--- config.mk ---
export PLATFORM = sky130hd
export DESIGN_NAME = ex_hazard_ctrl_flat
export DESIGN_NICKNAME = d
export VERILOG_FILES = /design/src/rtl/ex_hazard_ctrl_if.sv /design/src/rtl/ex_hazard_ctrl.sv /design/src/flat_wrapper.sv
export SDC_FILE = /design/constraint.sdc
export NUM_CORES = 1
export LEC_CHECK = 0
export BUFFER_PORTS_ARGS = -buffer_cell sky130_fd_sc_hd__buf_2
export CAP_MARGIN = 20
export CORE_UTILIZATION = 54
export DETAILED_ROUTE_END_ITERATION = 10
export PLACE_DENSITY = 0.94
export SYNTH_ARGS = -nofsm -noshare
export SYNTH_HDL_FRONTEND = slang
export SYNTH_SLANG_ARGS = --single-unit
--- constraint.sdc ---
create_clock -name clk -period 3.4 [get_ports clk]
set_input_delay 0.68 -clock clk [delete_from_list [all_inputs] [get_ports clk]]
set_output_delay 0.68 -clock clk [all_outputs]
set_load 0.01 [all_outputs]
--- src/rtl/ex_hazard_ctrl_if.sv ---
// EX-stage hazard/forwarding control bundle: instruction and control inputs, mux selects, stall/flush, counters.
// Latency: pure wiring, no storage.
// Backpressure: none; stall_De/flush_* are the only flow-control signals and they are combinational.
interface ex_hazard_ctrl_if #(
  parameter int XLEN = 32
);
  logic [31:0]     inst_De;
  logic [31:0]     inst_Ex;
  logic            a_use_pc;
  logic            b_use_imm;
  logic            br_taken;
  logic [1:0]      busA_mux_sel;
  logic [1:0]      busB_mux_sel;
  logic            stall_De;
  logic            flush_De;
  logic            flush_Ex;
  logic [XLEN-1:0] stall_cnt;
  logic [XLEN-1:0] flush_cnt;

  // Pipeline side: drives instructions and EX control, consumes selects and stall/flush.
  modport master (
    output inst_De, inst_Ex, a_use_pc, b_use_imm, br_taken,
    input  busA_mux_sel, busB_mux_sel, stall_De, flush_De, flush_Ex, stall_cnt, flush_cnt
  );

  // Controller side.
  modport slave (
    input  inst_De, inst_Ex, a_use_pc, b_use_imm, br_taken,
    output busA_mux_sel, busB_mux_sel, stall_De, flush_De, flush_Ex, stall_cnt, flush_cnt
  );
endinterface

--- src/rtl/ex_hazard_ctrl.sv ---
// EX-stage hazard and forwarding controller: operand forwarding, load-use stall, branch flush, event counters.
// Latency: selects/stall/flush are combinational (0 cycles); shadow pipe and counters update on posedge clk.
// Backpressure: load-use raises stall_De + flush_Ex for one cycle; a taken branch flushes DE and EX and overrides the stall.
module ex_hazard_ctrl #(
  parameter int          XLEN     = 32,
  parameter int          RA_W     = 5,
  parameter logic [31:0] NOP_INST = 32'h0000_0013
) (
  input  logic            clk,
  input  logic            rst_n,
  ex_hazard_ctrl_if.slave bus
);

  typedef struct packed {
    logic [RA_W-1:0] rd;
    logic            wr;
    logic            ld;
  } shadow_t;

  typedef struct packed {
    logic [RA_W-1:0] rd;
    logic [RA_W-1:0] rs1;
    logic [RA_W-1:0] rs2;
    logic            wr;
    logic            ld;
    logic            uses_rs1;
    logic            uses_rs2;
  } dec_t;

  // Minimal decode: only the fields hazard detection needs. rd==x0 never counts as a write,
  // which is what keeps x0 out of every forwarding and load-use comparison.
  function automatic dec_t decode(input logic [31:0] inst);
    dec_t       d;
    logic [6:0] op;
    op         = inst[6:0];
    d.rd       = inst[7 +: RA_W];
    d.rs1      = inst[15 +: RA_W];
    d.rs2      = inst[20 +: RA_W];
    d.wr       = (op inside {7'b0110011, 7'b0010011, 7'b0000011, 7'b0110111,
                             7'b0010111, 7'b1101111, 7'b1100111})
                 && (d.rd != '0) && (inst != NOP_INST);
    d.ld       = (op == 7'b0000011);
    d.uses_rs1 = !(op inside {7'b0110111, 7'b0010111, 7'b1101111});
    d.uses_rs2 = (op inside {7'b0110011, 7'b0100011, 7'b1100011});
    return d;
  endfunction

  dec_t            dec_de;
  dec_t            dec_ex;
  shadow_t         ma_q;
  shadow_t         wb_q;
  logic            load_use;
  logic            stall;
  logic [XLEN-1:0] stall_cnt_q;
  logic [XLEN-1:0] flush_cnt_q;

  assign dec_de = decode(bus.inst_De);
  assign dec_ex = decode(bus.inst_Ex);

  // Shadow pipe always advances; a stall holds only PC/DE, EX receives a bubble instead.
  always_ff @(posedge clk or negedge rst_n) begin
    if (!rst_n) begin
      ma_q <= '0;
      wb_q <= '0;
    end else begin
      ma_q <= '{rd: dec_ex.rd, wr: dec_ex.wr, ld: dec_ex.ld};
      wb_q <= ma_q;
    end
  end

  // Operand A select: PC beats forwarding; MA beats WB; a load in MA has no data yet.
  always_comb begin
    bus.busA_mux_sel = 2'b00;
    if (bus.a_use_pc)
      bus.busA_mux_sel = 2'b01;
    else if (ma_q.wr && !ma_q.ld && (ma_q.rd == dec_ex.rs1))
      bus.busA_mux_sel = 2'b10;
    else if (wb_q.wr && (wb_q.rd == dec_ex.rs1))
      bus.busA_mux_sel = 2'b11;
  end

  // Operand B select: immediate beats forwarding; same MA/WB priority as operand A.
  always_comb begin
    bus.busB_mux_sel = 2'b00;
    if (bus.b_use_imm)
      bus.busB_mux_sel = 2'b01;
    else if (ma_q.wr && !ma_q.ld && (ma_q.rd == dec_ex.rs2))
      bus.busB_mux_sel = 2'b10;
    else if (wb_q.wr && (wb_q.rd == dec_ex.rs2))
      bus.busB_mux_sel = 2'b11;
  end

  // Load-use hazard and stall/flush generation; a taken branch discards the stall.
  always_comb begin
    load_use     = dec_ex.ld && dec_ex.wr &&
                   ((dec_de.uses_rs1 && (dec_de.rs1 == dec_ex.rd)) ||
                    (dec_de.uses_rs2 && (dec_de.rs2 == dec_ex.rd)));
    stall        = load_use && !bus.br_taken;
    bus.stall_De = stall;
    bus.flush_De = bus.br_taken;
    bus.flush_Ex = bus.br_taken || load_use;
  end

  // Saturating event counters: hold at all-ones rather than wrap.
  always_ff @(posedge clk or negedge rst_n) begin
    if (!rst_n) begin
      stall_cnt_q <= '0;
      flush_cnt_q <= '0;
    end else begin
      if (stall && (stall_cnt_q != '1))
        stall_cnt_q <= stall_cnt_q + XLEN'(1);
      if (bus.br_taken && (flush_cnt_q != '1))
        flush_cnt_q <= flush_cnt_q + XLEN'(1);
    end
  end

  assign bus.stall_cnt = stall_cnt_q;
  assign bus.flush_cnt = flush_cnt_q;

endmodule

--- src/flat_wrapper.sv ---
// flat-port wrapper written by rule: the top's interface ports become plain ports
module ex_hazard_ctrl_flat 
#(
  parameter int          XLEN     = 32,
  parameter int          RA_W     = 5,
  parameter logic [31:0] NOP_INST = 32'h0000_0013
)
  (clk, rst_n, bus_inst_De, bus_inst_Ex, bus_a_use_pc, bus_b_use_imm, bus_br_taken, bus_busA_mux_sel, bus_busB_mux_sel, bus_stall_De, bus_flush_De, bus_flush_Ex, bus_stall_cnt, bus_flush_cnt);
  ex_hazard_ctrl_if #(.XLEN(XLEN)) bus_i ();
  input  logic clk;
  input  logic rst_n;
  input wire logic [$bits(bus_i.inst_De)-1:0] bus_inst_De;
  input wire logic [$bits(bus_i.inst_Ex)-1:0] bus_inst_Ex;
  input wire logic [$bits(bus_i.a_use_pc)-1:0] bus_a_use_pc;
  input wire logic [$bits(bus_i.b_use_imm)-1:0] bus_b_use_imm;
  input wire logic [$bits(bus_i.br_taken)-1:0] bus_br_taken;
  output wire logic [$bits(bus_i.busA_mux_sel)-1:0] bus_busA_mux_sel;
  output wire logic [$bits(bus_i.busB_mux_sel)-1:0] bus_busB_mux_sel;
  output wire logic [$bits(bus_i.stall_De)-1:0] bus_stall_De;
  output wire logic [$bits(bus_i.flush_De)-1:0] bus_flush_De;
  output wire logic [$bits(bus_i.flush_Ex)-1:0] bus_flush_Ex;
  output wire logic [$bits(bus_i.stall_cnt)-1:0] bus_stall_cnt;
  output wire logic [$bits(bus_i.flush_cnt)-1:0] bus_flush_cnt;
  assign bus_i.inst_De = bus_inst_De;
  assign bus_i.inst_Ex = bus_inst_Ex;
  assign bus_i.a_use_pc = bus_a_use_pc;
  assign bus_i.b_use_imm = bus_b_use_imm;
  assign bus_i.br_taken = bus_br_taken;
  assign bus_busA_mux_sel = bus_i.busA_mux_sel;
  assign bus_busB_mux_sel = bus_i.busB_mux_sel;
  assign bus_stall_De = bus_i.stall_De;
  assign bus_flush_De = bus_i.flush_De;
  assign bus_flush_Ex = bus_i.flush_Ex;
  assign bus_stall_cnt = bus_i.stall_cnt;
  assign bus_flush_cnt = bus_i.flush_cnt;
  ex_hazard_ctrl #(.XLEN(XLEN), .RA_W(RA_W), .NOP_INST(NOP_INST)) u_core (.clk(clk), .rst_n(rst_n), .bus(bus_i));
endmodule
==> impl_metrics.csv <==
group,metric,value,unit
logic_synthesis,syn_area,4010,µm²
critical_path,crit_type,"in2out",
critical_path,cp.depth,6,
sta,hold_viol,0,
global_route,overflow,0,
drt,wl_per_cell,15.0,µm
critical_path,crit_end,"bus_flush_Ex",
critical_path,cp.arrival,1.99,ns
drt,drt_first_pass_iters,4,
global_route,met1_usage,0.283,
logic_synthesis,synthTopCellsByArea,"dfrtp_1, xor2_1, xnor2_1, nand3_1, nand2_1",
floorplan,rows,31,
cts,cts_setup_buffers,0,
placed_design,place_congestion,0.812,
logic_synthesis,synth-edff-count,0,
drt,drtIter0Drc,109,
logic_synthesis,yosysTopAreaCell,"dfrtp_1",
global_route,met3_usage,0.0481,
cells_and_area,fin_util,0.680,
global_route,grtUsageTotal,0.244,
global_route,grt_pass1_wl,14600,µm
cells_and_area,fin_cells,606,
logic_synthesis,synth-simple-area-share,0.252,
critical_path,crit_chain,"buf_2, or4_1, nor2_1, nor2_1, a21o_1, buf_2",
logic_synthesis,synth_cell_types,44,
cells_and_area,drive_gt1_frac,0.294,
cts,cts-resized-gates,0,
floorplan,core-area,7210,µm²
cts,cts_buffers,9,
global_route,use_met2,0.440,
critical_path,r2r-end,"u_core.bus.stall_cnt[27]",
cts,clk-insertion-delay-late,0.34,ns
critical_path,path_max_fanout,4,
drt,wl,9120,µm
power_and_ir_drop,p_per_area,422,nW/µm²
cts,clk_pin_slew,0.07,ns
floorplan,dieArea,7780,µm²
cts,cts_max_path_buffers,2,
logic_synthesis,synth_common_cells,"dfrtp_1, xor2_1, xnor2_1",
sta,rsz0062_at_grt,"no",
critical_path,timing.rr.start,"u_core.bus.stall_cnt[1]",
sta,holdWs,0.377,ns
power_and_ir_drop,vdd_drop_max,466,µV
global_route,busiest_layer,"met2",
drt,drc,0,
global_route,grt_pass1_vias,3239,
drt,ant_nets,0,
sta,worst_pin_slew,0.934,ns
cells_and_area,diodes,0,
critical_path,critPathLaunchType,"input port",
placed_design,place_inst,590,
critical_path,slowest_delay,0.51,ns
sta,setup_viol,0,
critical_path,reg2reg_slack,0.92,ns
placed_design,port_buffers,114,
logic_synthesis,avgSynthCellArea,10.5,µm²
critical_path,critPathTopFamily,"simple AND/OR/NAND/NOR gates",
logic_synthesis,synth.most_common_cell,"dfrtp_1",
drt,vias_per_cell,5.49,
critical_path,critPathRequiredTime,2.72,ns
critical_path,end_kind,"primary output",
sta,fmax,375,MHz
cts,cts_root_buf,"clkbuf_8",
floorplan,die_w,88.2,µm
sta,fin_tns_setup,0,ns
logic_synthesis,ys_ff_latch,77,
cts,cts_hold_buf,0,
cts,htree_levels,3,
power_and_ir_drop,p_leak,2.50,nW
logic_synthesis,synthAdderAreaFrac,0.00624,
critical_path,cp.buffers_inverters,2,
sta,slew_headroom,0.377,
logic_synthesis,synth_xor_area_frac,0.199,
logic_synthesis,synth_cells,383,
sta,timing.final.max_slew_violations,0,
worst_hold_path,hold_path_class,"reg2reg",
floorplan,ios,140,
logic_synthesis,synth.mux.area_fraction,0.00281,
cells_and_area,nets,573,
logic_synthesis,ys_warn_count,0,
logic_synthesis,synth_top_family_by_area,"simple AND/OR/NAND/NOR gates",
critical_path,crit_start,"bus_inst_Ex[7]",
floorplan,die_height,88.2,µm
drt,num_vias,3324,
cells_and_area,syn_to_final_growth,22.2,%
flow_run,cap_viol_max_count,0,
logic_synthesis,yosys.area.top_type_share,0.480,
cts,cts_tree,"yes",
logic_synthesis,syn_nets,454,
cts,cts_sinks,77,
global_route,antenna_found_initial,0,
logic_synthesis,yosysSeqAreaShare,0.480,
logic_synthesis,synth-compound-area-share,0.0337,
placed_design,dp_hpwl,6760,µm
outcome,status,"finished clean",
logic_synthesis,synth_async_sr_flop_share,1.00,
critical_path,crit_slowest_cell,"or4_1",
sta,clock_skew,0.0120,ns
global_route,grt_max_degree,78,
sta,layout_min_cycle_time,2.67,ns
floorplan,initial_utilization,0.556,
critical_path,rr_worst_depth,7,
sta,post-route-period-util,0.784,
logic_synthesis,synth-main-ff-cell,"dfrtp_1",
-- through the flow --
step | power [W] | area [µm²] | worst slack [ns]
after global placement | 0.00129 | 4680 | 0.726
after floorplan | 0.00118 | 4010 | 1.10
after detailed placement | 0.00131 | 4680 | 0.701
final | 0.00207 | 4900 | 0.734
after CTS | 0.00208 | 4900 | 0.734
after global routing | 0.00215 | 4900 | 0.554
-- cell type report --
| class | count | area (µm²) |
|---|---|---|
| Clock inverter | 5 | 83.8 |
| Clock buffer | 11 | 141 |
| Multi-Input combinational cell | 285 | 1990 |
| Timing Repair Buffer | 117 | 596 |
| Sequential cell | 77 | 1930 |
| Inverter | 12 | 45.0 |
| Tap cell | 99 | 124 |
| Fill cell | 567 | 2310 |
-- cells in the final DEF, fill, tap and decap left out, types with 3 or more instances in the layout --
| cell type | n |
|---|---|
| xor2_1 | 56 |
| nand3_1 | 29 |
| nor3b_1 | 3 |
| a21oi_1 | 4 |
| nor3_1 | 18 |
| inv_1 | 12 |
| nor2_1 | 26 |
| buf_2 | 113 |
| nor4_2 | 5 |
| and2_1 | 4 |
| xnor2_1 | 35 |
| dfrtp_1 | 77 |
| and3_1 | 6 |
| nor4_1 | 14 |
| nand2_1 | 31 |
| buf_4 | 4 |
| and4_1 | 8 |
| clkbuf_8 | 10 |
| nand4_1 | 15 |
-- worst min-delay path by stage --
stage	cells after the start	slack, ns	start	to
6_report	0	0.38	u_core.ma_q[1]	u_core.wb_q[1]
4_1_cts	0	0.38	u_core.ma_q[1]	u_core.wb_q[1]
5_1_grt	0	0.40	u_core.ma_q[1]	u_core.wb_q[1]
3_3_place_gp	0	0.35	u_core.ma_q[1]	u_core.wb_q[1]
3_5_place_dp	0	0.36	u_core.ma_q[1]	u_core.wb_q[1]
2_1_floorplan	0	0.35	u_core.ma_q[1]	u_core.wb_q[1]
-- per-layer routing --
layer / share of wire / vias to the layer above
met5: 0 / -
met1: 0.41 / 1629
met4: 0.0095 / 0
li1: - / 1576
met3: 0.051 / 12
met2: 0.53 / 107
-- cell families after synthesis --
group / after synthesis
muxes: 1
xor gates and xnor gates: 91
adders and majority gates: 2
buffers and inverters: 21
DFF: 77
AOI/OAI and AO/OA: 16
and+or+nand+nor: 175
-- power by group --
group	internal, W	switching, W
Clock	0.000435	0.000342
Combinational	0.000117	0.000140
Sequential	0.000966	0.0000667
Total	0.00152	0.000549
-- sequential cells by signal (all words and copies together), names as in the netlist --
register              count
u_core.wb_q               6
u_core.bus.stall_cnt     32
u_core.bus.flush_cnt     32
u_core.ma_q               7
Power figures use the tool's default switching activity.
